==> src/rtl/enc8b10b_pkg.sv <==
// Shared constants and helpers for the 8b/10b encoder byte-rate path.
// Bitmasks are indexed by the sub-block value: a set bit marks a non-neutral code.
package enc8b10b_pkg;

    // Unbalanced 5b values: 0,1,2,4,8,15,16,23,24,27,29,30,31 (K.28 handled separately)
    localparam logic [31:0] UNBAL5_MASK = 32'hE981_8117;
    localparam logic [7:0]  UNBAL3_MASK = 8'h91;
    localparam logic [7:0]  K28_5       = 8'hBC;

    typedef enum logic {
        ST_INIT,
        ST_RUN
    } state_e;

    function automatic logic is_legal_k(input logic [7:0] b);
        return (b[4:0] == 5'd28) || (b == 8'hF7) || (b == 8'hFB) ||
               (b == 8'hFD) || (b == 8'hFE);
    endfunction

endpackage

==> src/rtl/encoder_8b10b_rd_ctrl_rd_calc.sv <==
// Running-disparity step for one symbol: RD at the 6b and 4b boundaries and the RD after it.
// Purely combinational so the decoder-side checker can reuse it unchanged.
module rd_calc
    import enc8b10b_pkg::*;
(
    input  logic       rd_neg_i,
    input  logic [4:0] abcde_i,
    input  logic [2:0] fgh_i,
    input  logic       k_i,
    output logic       compls6_o,
    output logic       compls4_o,
    output logic       rd_neg_o
);

    logic unbal5;
    logic unbal3;
    logic rd6_neg;

    assign unbal5    = UNBAL5_MASK[abcde_i] | (k_i & (abcde_i == 5'd28));
    assign unbal3    = UNBAL3_MASK[fgh_i];
    assign rd6_neg   = rd_neg_i ^ unbal5;

    assign compls6_o = rd_neg_i;
    assign compls4_o = rd6_neg;
    assign rd_neg_o  = rd6_neg ^ unbal3;

endmodule

==> src/rtl/encoder_8b10b_rd_ctrl.sv <==
// Byte-rate front end of the 8b/10b encoder: comma burst after reset, idle insertion,
// control-code legality checking and running-disparity tracking for the 5b6b/3b4b encoders.
module encoder_8b10b_rd_ctrl
    import enc8b10b_pkg::*;
#(
    parameter int INIT_COMMAS = 16,
    parameter int ERR_CNT_W   = 8
) (
    input  logic                 SBYTECLK,
    input  logic                 RESET_N,
    input  logic [7:0]           DIN,
    input  logic                 KIN,
    input  logic                 DIN_VALID,
    output logic                 DIN_READY,
    input  logic                 FORCE_RD_NEG,
    output logic                 A,
    output logic                 B,
    output logic                 C,
    output logic                 D,
    output logic                 E,
    output logic                 F,
    output logic                 G,
    output logic                 H,
    output logic                 K,
    output logic                 COMPLS6,
    output logic                 COMPLS4,
    output logic                 SYM_VALID,
    output logic                 IDLE_INS,
    output logic                 KERR,
    output logic [ERR_CNT_W-1:0] ERR_CNT
);

    localparam logic [7:0] LAST_COMMA = 8'(INIT_COMMAS - 1);

    state_e                 state_q, state_d;
    logic [7:0]             comma_cnt_q, comma_cnt_d;
    logic                   rd_neg_q, rd_neg_d;
    logic [ERR_CNT_W-1:0]   err_cnt_q, err_cnt_d;

    logic [7:0]             byte_q;
    logic                   k_q, compls6_q, compls4_q, sym_valid_q, idle_q, kerr_q;

    logic [7:0]             sel_byte;
    logic                   sel_k, sel_idle, sel_kerr;
    logic                   rd_start_neg, compls6_d, compls4_d;

    always_comb begin
        // NOTE: every combinational output gets a default first so no path infers a latch.
        state_d     = state_q;
        comma_cnt_d = comma_cnt_q;
        err_cnt_d   = err_cnt_q;
        sel_byte    = K28_5;
        sel_k       = 1'b1;
        sel_idle    = 1'b1;
        sel_kerr    = 1'b0;

        case (state_q)
            ST_INIT: begin
                comma_cnt_d = comma_cnt_q + 8'd1;
                if (comma_cnt_q == LAST_COMMA) begin
                    state_d = ST_RUN;
                end
            end
            ST_RUN: begin
                if (DIN_VALID) begin
                    sel_byte = DIN;
                    sel_idle = 1'b0;
                    // An illegal control byte is passed on as data and flagged instead.
                    if (KIN && !is_legal_k(DIN)) begin
                        sel_k    = 1'b0;
                        sel_kerr = 1'b1;
                        if (err_cnt_q != '1) begin
                            err_cnt_d = err_cnt_q + 1'b1;
                        end
                    end else begin
                        sel_k = KIN;
                    end
                end
            end
            default: state_d = ST_INIT;
        endcase
    end

    assign rd_start_neg = FORCE_RD_NEG | rd_neg_q;

    rd_calc u_rd_calc (
        .rd_neg_i  (rd_start_neg),
        .abcde_i   (sel_byte[4:0]),
        .fgh_i     (sel_byte[7:5]),
        .k_i       (sel_k),
        .compls6_o (compls6_d),
        .compls4_o (compls4_d),
        .rd_neg_o  (rd_neg_d)
    );

    // NOTE: reset is sampled on the clock edge, and all state uses non-blocking assignments.
    always_ff @(posedge SBYTECLK) begin
        if (!RESET_N) begin
            state_q     <= ST_INIT;
            comma_cnt_q <= 8'd0;
            rd_neg_q    <= 1'b1;
            err_cnt_q   <= '0;
            byte_q      <= 8'd0;
            k_q         <= 1'b0;
            compls6_q   <= 1'b0;
            compls4_q   <= 1'b0;
            sym_valid_q <= 1'b0;
            idle_q      <= 1'b0;
            kerr_q      <= 1'b0;
        end else begin
            state_q     <= state_d;
            comma_cnt_q <= comma_cnt_d;
            rd_neg_q    <= rd_neg_d;
            err_cnt_q   <= err_cnt_d;
            byte_q      <= sel_byte;
            k_q         <= sel_k;
            compls6_q   <= compls6_d;
            compls4_q   <= compls4_d;
            sym_valid_q <= 1'b1;
            idle_q      <= sel_idle;
            kerr_q      <= sel_kerr;
        end
    end

    assign DIN_READY       = (state_q == ST_RUN);
    assign {E, D, C, B, A} = byte_q[4:0];
    assign {H, G, F}       = byte_q[7:5];
    assign K               = k_q;
    assign COMPLS6         = compls6_q;
    assign COMPLS4         = compls4_q;
    assign SYM_VALID       = sym_valid_q;
    assign IDLE_INS        = idle_q;
    assign KERR            = kerr_q;
    assign ERR_CNT         = err_cnt_q;

endmodule
==> config.mk <==
export PLATFORM = sky130hd
export DESIGN_NAME = encoder_8b10b_rd_ctrl
export DESIGN_NICKNAME = d
export VERILOG_FILES = /design/src/rtl/enc8b10b_pkg.sv /design/src/rtl/encoder_8b10b_rd_ctrl_rd_calc.sv /design/src/rtl/encoder_8b10b_rd_ctrl.sv
export SDC_FILE = /design/constraint.sdc
export NUM_CORES = 1
export LEC_CHECK = 0
export ABC_AREA = 0
export BUFFER_PORTS_ARGS = -buffer_cell sky130_fd_sc_hd__buf_2
export CORE_ASPECT_RATIO = 1.5
export CORE_MARGIN = 5
export CORE_UTILIZATION = 47
export CTS_CLUSTER_DIAMETER = 80
export DETAILED_ROUTE_END_ITERATION = 10
export GPL_TIMING_DRIVEN = 0
export PLACE_DENSITY = 0.72
export SLEW_MARGIN = 20
export SYNTH_ARGS = -nofsm -noshare
export SYNTH_HDL_FRONTEND = slang
export SYNTH_HIERARCHICAL = 1
export SYNTH_SLANG_ARGS = --single-unit
==> constraint.sdc <==
create_clock -name SBYTECLK -period 2.2 [get_ports SBYTECLK]
set_input_delay 0.22 -clock SBYTECLK [delete_from_list [all_inputs] [get_ports SBYTECLK]]
set_output_delay 0.22 -clock SBYTECLK [all_outputs]
set_load 0.01 [all_outputs]
; Yosys cells after proc, flatten, opt, wreduce, memory -nomap -nowiden
; Memory sizes are Yosys's and may differ from the RTL's.
; Index checks and enable logic that the tools add are counted.
[word_totals]
register_bits = 32
romBits = 40
in_bits = 13
output_inout_bits = 23
elab_cells = 51
memories = 2
[memory_table]
columns = name, depth, width, read_ports, rd_clocked_by_memory_dff, write_ports, line
row1 = (name not given), 32, 1, 1, 0, 0, encoder_8b10b_rd_ctrl_rd_calc.sv:19  ; assign unbal5 = UNBAL5_MASK[abcde_i] | (k_i & (abcde_i == 5'd28));
row2 = (name not given), 8, 1, 1, 0, 0, encoder_8b10b_rd_ctrl_rd_calc.sv:20  ; assign unbal3 = UNBAL3_MASK[fgh_i];
[classes]
add_sub_neg = 2
order_cmp = 2
eq_ne = 8
muxes = 13
bitwise_logic = 5
n_reduce_logical = 8
[ops]
columns = cell, count
row1 = 8-bit equality test (second input constant), 4
row2 = 8-bit by 1-bit adder with 8-bit output (second input constant), 2
row3 = 8-bit two-way mux, 2
row4 = 1-bit two-way mux, 11
row5 = 5-bit equality test (second input constant), 2
row6 = 8-bit by 4-bit equality test with 1-bit output (second input constant), 1
row7 = 8-bit inequality test (second input constant), 1
row8 = 5-bit by 6-bit < comparator with 1-bit output (second input constant), 1
row9 = 1-bit logical OR, 4
row10 = 3-bit by 4-bit < comparator with 1-bit output (second input constant), 1
row11 = 4-bit AND reduction, 1
row12 = 3-bit AND reduction, 1
row13 = 1-bit bitwise OR, 2
row14 = 1-bit bitwise XOR, 2
row15 = 1-bit AND, 1
row16 = 1-bit logical AND, 1
row17 = 1-bit zero test, 1

; Depth between registers and ports, before layout
; Gate-level depths: netlist (run 1).
[logic_depth]
depth_word = 14
mapped_depth = 10
depth_no_buf = 9

; Modules after synthesis
; The synthesis (run 1) kept the hierarchy.
[modules_own_cells]
columns = module, instances, cells_each, area_each_um2, seq_area_each_um2
row1 = encoder_8b10b_rd_ctrl, 1, 141, 1313.8, 640.6
row2 = rd_calc, 1, 24, 196.4, 0.0

; Least setup slack after synthesis (run 1)
; OpenSTA, ideal clock, no wires.
[synth_path]
kind = reg2reg
start = register state_q (netlist: DIN_READY)
end = register compls4_q (netlist: COMPLS4)
setup_ps = 115
t_arrival_ps = 2146
required_time_ps = 2085
path_slack_ps = -61
stages_incl_launch_ff = 10
n_path_buf = 1
period_less_slack_ps = 2261
cell_sequence = dfxtp_1 -> clkbuf_1 -> and3_1 -> inv_1 -> ha_1 -> a21boi_1 -> mux4_2 -> a21oi_2 -> xor2_1 -> and2_1
[synth_via]
elab_chain_cells = 5
word_cells_on_any_way = 8
cone_classes = eq/ne: 1 / mux: 3 / bitwise: 3 / memory: 1
[synth_lines]
columns = element, line
row1 = from (decl), encoder_8b10b_rd_ctrl.sv:35  ; state_e state_q, state_d;
row2 = from (signal assigned), encoder_8b10b_rd_ctrl.sv:111  ; state_q <= state_d;
row3 = 8-bit two-way mux (*), encoder_8b10b_rd_ctrl.sv:57  ; case (state_q)
row4 = via sel_byte[0], encoder_8b10b_rd_ctrl.sv:43  ; logic [7:0] sel_byte;
row5 = memory read 32 x 1 bit / 5-bit equality test (equally long branches), -
row6 = 1-bit two-way mux (not written as such) / 1-bit AND (equally long branches), encoder_8b10b_rd_ctrl_rd_calc.sv:19
row7 = 1-bit bitwise OR (*), encoder_8b10b_rd_ctrl_rd_calc.sv:19
row8 = 1-bit bitwise XOR (*), encoder_8b10b_rd_ctrl_rd_calc.sv:21  ; assign rd6_neg = rd_neg_i ^ unbal5;
row9 = via compls4_d, encoder_8b10b_rd_ctrl.sv:45  ; logic rd_start_neg, compls6_d, compls4_d;
row10 = to (signal assigned), encoder_8b10b_rd_ctrl.sv:118  ; compls4_q <= compls4_d;
row11 = to (decl), encoder_8b10b_rd_ctrl.sv:41  ; logic k_q, compls6_q, compls4_q, sym_valid_q, idle_q, kerr_q;
; Mark *: on every way through the listed nets, which the timed path passes. The rest lies on a longest branch. The select of a mux whose other input is x is not followed.
; A chain may end at the register's enable or synchronous reset.

; Worst setup path in the final report (run 1)
; Same ends and word-level chain as after synthesis.

==> results.tsv, run 1 <==
stage	metric	value	unit
drt	drc	0	
drt	drtIter0Drc	30	
final_layout	syn_to_final_growth	23.8	%
place	port_buffers	35	
timing	max_freq	483	MHz
timing	fin_crit_sh	0.940	
timing	fin_hold_ws	114	ps
clocking	clkTransAtPathRegs	60	ps
synth	synth_top_area_share	0.424	
grt	antenna_found_initial	0	
power	power_per_cell_area	619	nW/µm²
grt	grt_pass1_vias	1282	
timing	worstMarginPinSlew	498	ps
worst_setup_path	cp_slowest_cell	a2111oi_2	
floorplan	fp.dieW	56.3	µm
synth	syn_avg_cell_area	9.15	µm²
drt	totalWireLength	3.29	mm
synth	synth-xor-area-share	0.0638	
worst_setup_path	critical_path_required	2380	ps
floorplan	row_count	25	
drt	via_per_inst	5.24	
synth	synthDistinctLibCells	38	
synth	synth-compound-area-share	0.0696	
final_layout	antenna_cells	0	
grt	grt.total_usage	0.153	
clocking	ctsLongestPathBuffers	2	
synth	synth_most_common_cell	dfxtp_1	
final_layout	multiInputGateArea	842	µm²
drt	firstDrtPassIters	4	
clocking	cts_num_sinks	32	
worst_setup_path	crit_type	reg -> reg	
final_layout	drive_gt1_frac	0.277	
timing	slew_headroom	0.668	
clocking	cts_max_level	2	
drt	antenna_left	0	
worst_setup_path	crit_fanout	9	
floorplan	die_h	79.4	µm
place	place_hpwl	2.48	mm
synth	yosys_warnings	6	
floorplan	start_util	0.483	
worst_setup_path	crit_chain	and2_1, nand2b_1, xor2_1, a2111oi_2, a21oi_4, xor2_1, and2_1	
floorplan	core	3130	µm²
clocking	cts_tree	done	
synth	synth_edf_count	0	
synth	syn_inst	165	
worst_setup_path	worst_ep_arrival_time	2250	ps
worst_setup_path	cpPeakStageDelay	510	ps
timing	final-max-slew-violation-count	0	
power	p_leak	0.000827	µW
synth	synth_common_cells	dfxtp_1, nor2_1, nand2_1	
timing	skew	1.59	ps
synth	synth.area.mux_share	0.0547	
grt	grt_pass1_wl	5.39	mm
synth	synth_fp_nets	185	
outcome	status	finished clean	
worst_hold_path	hp-class	in -> reg	
grt	grt.overflow.total	0	
clocking	insertion_delay	280	ps
floorplan	dieArea	4470	µm²
synth	yosysTopAreaCell	dfxtp_1	
synth	synth_top_family_by_area	simple AND/OR/NAND/NOR gates	
clocking	cts_root_buf	clkbuf_8	
power	vdd_drop_max	0.501	mV
timing	finalHoldViolCount	0	
drt	avgRoutedWirePerCell	13.4	µm
final_layout	fill_cells	291	
synth	async_reset_ff_frac	0	
synth	synth_seq_cells	32	
floorplan	io_pins	36	
worst_setup_path	start_kind	register	
synth	synth_area	1510	µm²
final_layout	regArea	642	µm²
timing	finalSetupTns	0	ps
synth	synth_simple_gate_area_frac	0.292	
final_layout	final_nets	226	
synth	synthAdderAreaFrac	0.0580	
worst_setup_path	endpoint_kind	register	
grt	grt_start_max_net_pins	11	
timing	period_minus_slack	2070	ps
flow_run	cap_violations	0	
place	place_congestion	0.784	
synth	ys_seq_area_frac	0.424	
clocking	cts_buffers	5	
synth	synthFlopType	dfxtp_1	
synth	synth.area.top_cells	dfxtp_1, ha_1, nand2b_1	
timing	setup_violations	0	
drt	vias	1290	
## routing by layer
layer / track usage / share of wire / vias up
met5: 0 / 0 / -
met2: 0.299 / 0.56 / 24
met4: 0.0641 / 0.013 / 0
met3: 0.0518 / 0.046 / 5
li1: - / - / 646
met1: 0.141 / 0.38 / 615
## final timing paths
check / from / end / slack, ps / cells past startpoint
worst max-delay path: DIN_READY$_SDFF_PN0_ / COMPLS4$_SDFF_PN0_ / 130 / 7
worst min-delay path: RESET_N / SYM_VALID$_DFF_P_ / 110 / 1
worst max register to register: DIN_READY$_SDFF_PN0_ / COMPLS4$_SDFF_PN0_ / 130 / 7
worst min register to register: ERR_CNT[6]$_SDFFE_PN0P_ / ERR_CNT[6]$_SDFFE_PN0P_ / 490 / 2
## cells by family after synthesis
kind of cell / count (synthesis)
xor gates and xnor gates: 11
adders and majority gates: 7
muxes: 7
AOI/OAI and AO/OA: 15
buffers and inverters: 14
and+or+nand+nor: 79
DFF: 32
## cell usage in the layout (no fill, tap or decap), types with 2 or more instances in the layout
master	instances
o31ai_1	2
inv_1	7
xnor2_1	5
nand2b_1	10
and3_4	2
and3_1	7
and2_1	9
o21ai_0	2
nand4b_1	2
nor4b_1	2
buf_2	35
or4_1	2
mux2i_1	6
nor3_1	2
nand3_1	7
xor2_1	6
clkbuf_8	7
nor2b_1	2
nor4_1	2
nor2_1	14
nand2_1	11
a21oi_1	5
ha_1	7
clkbuf_1	3
dfxtp_1	31
## final cells by class
cell class | count | share of cell area
Timing Repair Buffer | 35 | 0.0937
Inverter | 7 | 0.0141
Sequential cell | 32 | 0.343
Buffer | 6 | 0.0201
Multi-Input combinational cell | 119 | 0.450
Clock buffer | 7 | 0.0515
Tap cell | 40 | 0.0268
## worst max-delay path, delay by kind of cell, from the launching register on
family | cells | cell delay (ps)
xor gates and xnor gates | 2 | 360
DFF | 1 | 350
AOI/OAI and AO/OA | 2 | 570
and+or+nand+nor | 3 | 690
## power by group
group	switching, µW	internal [µW]	total [µW]	leakage, µW
registers	6.58	596	602	0.000263
clock network	199	278	477	0.0000503
logic	42.2	35.1	77.3	0.000513
total	247	909	1160	0.000827
## metrics by stage
stage               std cells  power, µW  area (µm²)  utilization  setup WS (ps)
global route              246       1210        1870        0.598          -21.6
finish                    246       1160        1870        0.598            132
global placement          240        688        1740        0.555           -145
detailed placement        240        692        1740        0.555           -159
floorplan                 165        656        1510            -           56.4
CTS                       246       1180        1840        0.588           23.4
## what timing repair did
| item | in CTS | in global routing |
|---|---|---|
| pin swaps | 0 | 0 |
| resized for setup | 3 | 8 |
| endpoints found under the setup margin | 2 | 2 |
| hold buffers | 0 | 0 |
| setup buffers | 0 | 0 |
## flip-flops by register name, summed over array words and instances, names as in the netlist
signal       cells
COMPLS4          1
COMPLS6          1
DIN_READY        1
ERR_CNT          8
IDLE_INS         1
K                1
KERR             1
SYM_VALID        1
byte_q           8
comma_cnt_q      8
rd_neg_q         1
Note: power is estimated with default switching activity, not from simulation.
==> run 2, diff against run 1 <==
- SETUP_SLACK_MARGIN: unset -> 0.5
==> run 2 against run 1 <==
Net effect:
- register-to-register slack better by 40 ps
- total power down 1.5%
- combinational power is 1% higher
- critical endpoint unchanged
- critical path depth is 2 higher
- clock power fell by 4%
- clock skew is essentially flat
- global-route usage grew 1.2 points
- highest routed layer unchanged
- wire length increased by 1.8%
==> results.tsv, run 2 (synthesized netlist as in run 1, its figures left out) <==
stage	metric	value	unit	change
worst_setup_path	reg2reg_from	DIN_READY$_SDFF_PN0_		unchanged
place	numPlacedInstances	240		unchanged
worst_setup_path	worst_ep_arrival_time	2250	ps	about the same
floorplan	die_h	79.4	µm	unchanged
worst_setup_path	start_kind	register		unchanged
final_layout	antenna_cells	0		unchanged
timing	max_freq	494	MHz	was 483 MHz
drt	drc	0		unchanged
worst_setup_path	crit_fanout	4		was 9
timing	finalHoldViolCount	0		unchanged
timing	skew	1.75	ps	was 1.59 ps
worst_setup_path	path_buf_inv	2		was 0
worst_setup_path	cp.depth	9		was 7
final_layout	layout_commonest_cell	buf_2		unchanged
floorplan	start_util	0.483		unchanged
final_layout	post-route-util	0.622		was 0.598
place	place_hpwl	2.49	mm	was 2.48 mm
worst_hold_path	holdPathStages	1		unchanged
worst_setup_path	critical_path_required	2430	ps	was 2380 ps
drt	met1_length	1.19	mm	was 1.25 mm
worst_setup_path	endpoint_kind	register		unchanged
worst_setup_path	cpPeakStageDelay	500	ps	was 510 ps
timing	setup_violations	0		unchanged
drt	top_layer	met4		unchanged
grt	grt.overflow.total	0		unchanged
power	p_leak	0.000854	µW	was 0.000827 µW
outcome	status	finished clean		unchanged
timing	rsz0062_at_grt	true		
floorplan	core	3130	µm²	unchanged
place	place_congestion	0.809		was 0.784
worst_setup_path	crit_type	reg -> reg		unchanged
power	total_power	1140	µW	was 1160 µW
final_layout	layoutNonFillerInstCount	251		was 246
drt	avgRoutedWirePerCell	13.3	µm	was 13.4 µm
drt	antenna_left	0		unchanged
worst_setup_path	cp_slowest_cell	mux4_2		was a2111oi_2
drt	vias	1299		was 1,290
floorplan	io_pins	36		unchanged
drt	wl_met2	1.89	mm	was 1.84 mm
worst_setup_path	crit-reg2reg-capture	COMPLS4$_SDFF_PN0_		unchanged
clocking	cts_root_buf	clkbuf_8		unchanged
grt	grt_start_max_net_pins	11		unchanged
final_layout	multiInputGateArea	886	µm²	was 842 µm²
worst_setup_path	crit_family	multiplexers		was simple AND/OR/NAND/NOR gates
floorplan	dieArea	4470	µm²	unchanged
grt	grt.total_usage	0.165		was 0.153
clocking	cts_tree	done		unchanged
power	vdd_drop_max	0.467	mV	was 0.501 mV
power	power_per_cell_area	585	nW/µm²	was 619 nW/µm²
clocking	insertion_delay	280	ps	about the same
timing	final-max-slew-violation-count	0		unchanged
drt	drtIter0Drc	38		was 30
final_layout	drive_gt1_frac	0.313		was 0.277
clocking	cts_num_sinks	32		unchanged
floorplan	fp.dieW	56.3	µm	unchanged
clocking	cts_buffers	5		unchanged
final_layout	final_nets	230		was 226
clocking	clkTransAtPathRegs	60	ps	about the same
timing	fin_crit_sh	0.920		was 0.940
drt	totalWireLength	3.35	mm	was 3.29 mm
final_layout	fill_cells	292		was 291
worst_setup_path	reg2reg_depth	9		was 7
timing	finalSetupTns	0	ps	unchanged
drt	via_per_inst	5.18		was 5.24
worst_setup_path	r2r_slack	180	ps	was 130 ps
grt	grt_pass1_vias	1306		was 1,282
worst_setup_path	crit_chain	buf_8, and3_4, inv_4, ha_4, a21boi_2, mux4_2, a21oi_4, xor2_1, and2_1		was and2_1, nand2b_1, xor2_1, a2111oi_2, a21oi_4, xor2_1, and2_1
worst_setup_path	startpoint	DIN_READY$_SDFF_PN0_		unchanged
timing	slew_headroom	0.689		was 0.668
worst_hold_path	hp-class	in -> reg		unchanged
final_layout	syn_to_final_growth	28.8	%	was 23.8%
flow_run	cap_violations	0		unchanged
final_layout	regArea	644	µm²	was 642 µm²
grt	grt_pass1_wl	5.70	mm	was 5.39 mm
drt	wl_met3	191	µm	was 152 µm
drt	firstDrtPassIters	4		unchanged
timing	worstMarginPinSlew	466	ps	was 498 ps
clocking	cts_max_level	2		unchanged
timing	period_minus_slack	2020	ps	was 2070 ps
clocking	hold_buffers	0		unchanged
worst_setup_path	endpoint	COMPLS4$_SDFF_PN0_		unchanged
floorplan	row_count	25		unchanged
final_layout	final_cell_mix	buf_2, dfxtp_1, nor2_1		unchanged
grt	antenna_found_initial	0		unchanged
clocking	ctsLongestPathBuffers	2		unchanged
place	port_buffers	35		unchanged
[run 2: worst reg2reg max path, cell delays in order, from the launching register on]
cell and delay, ps:
dfxtp_4 370, buf_8 100, and3_4 200, inv_4 50
ha_4 140, a21boi_2 150, mux4_2 500, a21oi_4 180
xor2_1 160, and2_1 130
[run 2: how the worst min path moves through the flow]
stage | endpoint | from
floorplan | SYM_VALID$_DFF_P_ | RESET_N
detailed placement | SYM_VALID$_DFF_P_ | RESET_N
CTS | SYM_VALID$_DFF_P_ | RESET_N
finish | SYM_VALID$_DFF_P_ | RESET_N
global route | SYM_VALID$_DFF_P_ | RESET_N
global placement | SYM_VALID$_DFF_P_ | RESET_N
[run 2: report_power, final]
part	switching, µW	total, µW	internal (µW)
sequential	6.49	601	594
clock	205	459	255
combinational	42.8	78.2	35.4
[run 2: per-layer routing]
layer | global-route usage | vias up
met2 | 0.316 | 38
met1 | 0.152 | 601
met3 | 0.0583 | 9
met4 | 0.0784 | 0
li1 | - | 651
met5 | 0 | -
[run 2: timing repair]
action                     CTS  global route
setup buffers                3             0
pin swaps                    2             2
setup endpoints to repair    2             2
gates resized for setup      5            10
[run 2: layout make-up]
type / count / share of cell area
timing repair buffer: 38 / 0.102
tap: 40 / 0.0257
sequential: 32 / 0.331
buffer: 7 / 0.0238
clock buffer: 8 / 0.0463
multi-input combinational: 119 / 0.455
inverter: 7 / 0.0161
[run 2: per-stage QoR]
stage | area (µm²) | worst slack, ps | hold WS [ps]
2_1_floorplan | 1540 | 221 | 248
3_3_place_gp | 1760 | -138 | 393
3_5_place_dp | 1760 | -196 | 412
4_1_cts | 1900 | 141 | 118
5_1_grt | 1950 | 38.7 | 120
6_report | 1950 | 175 | 125
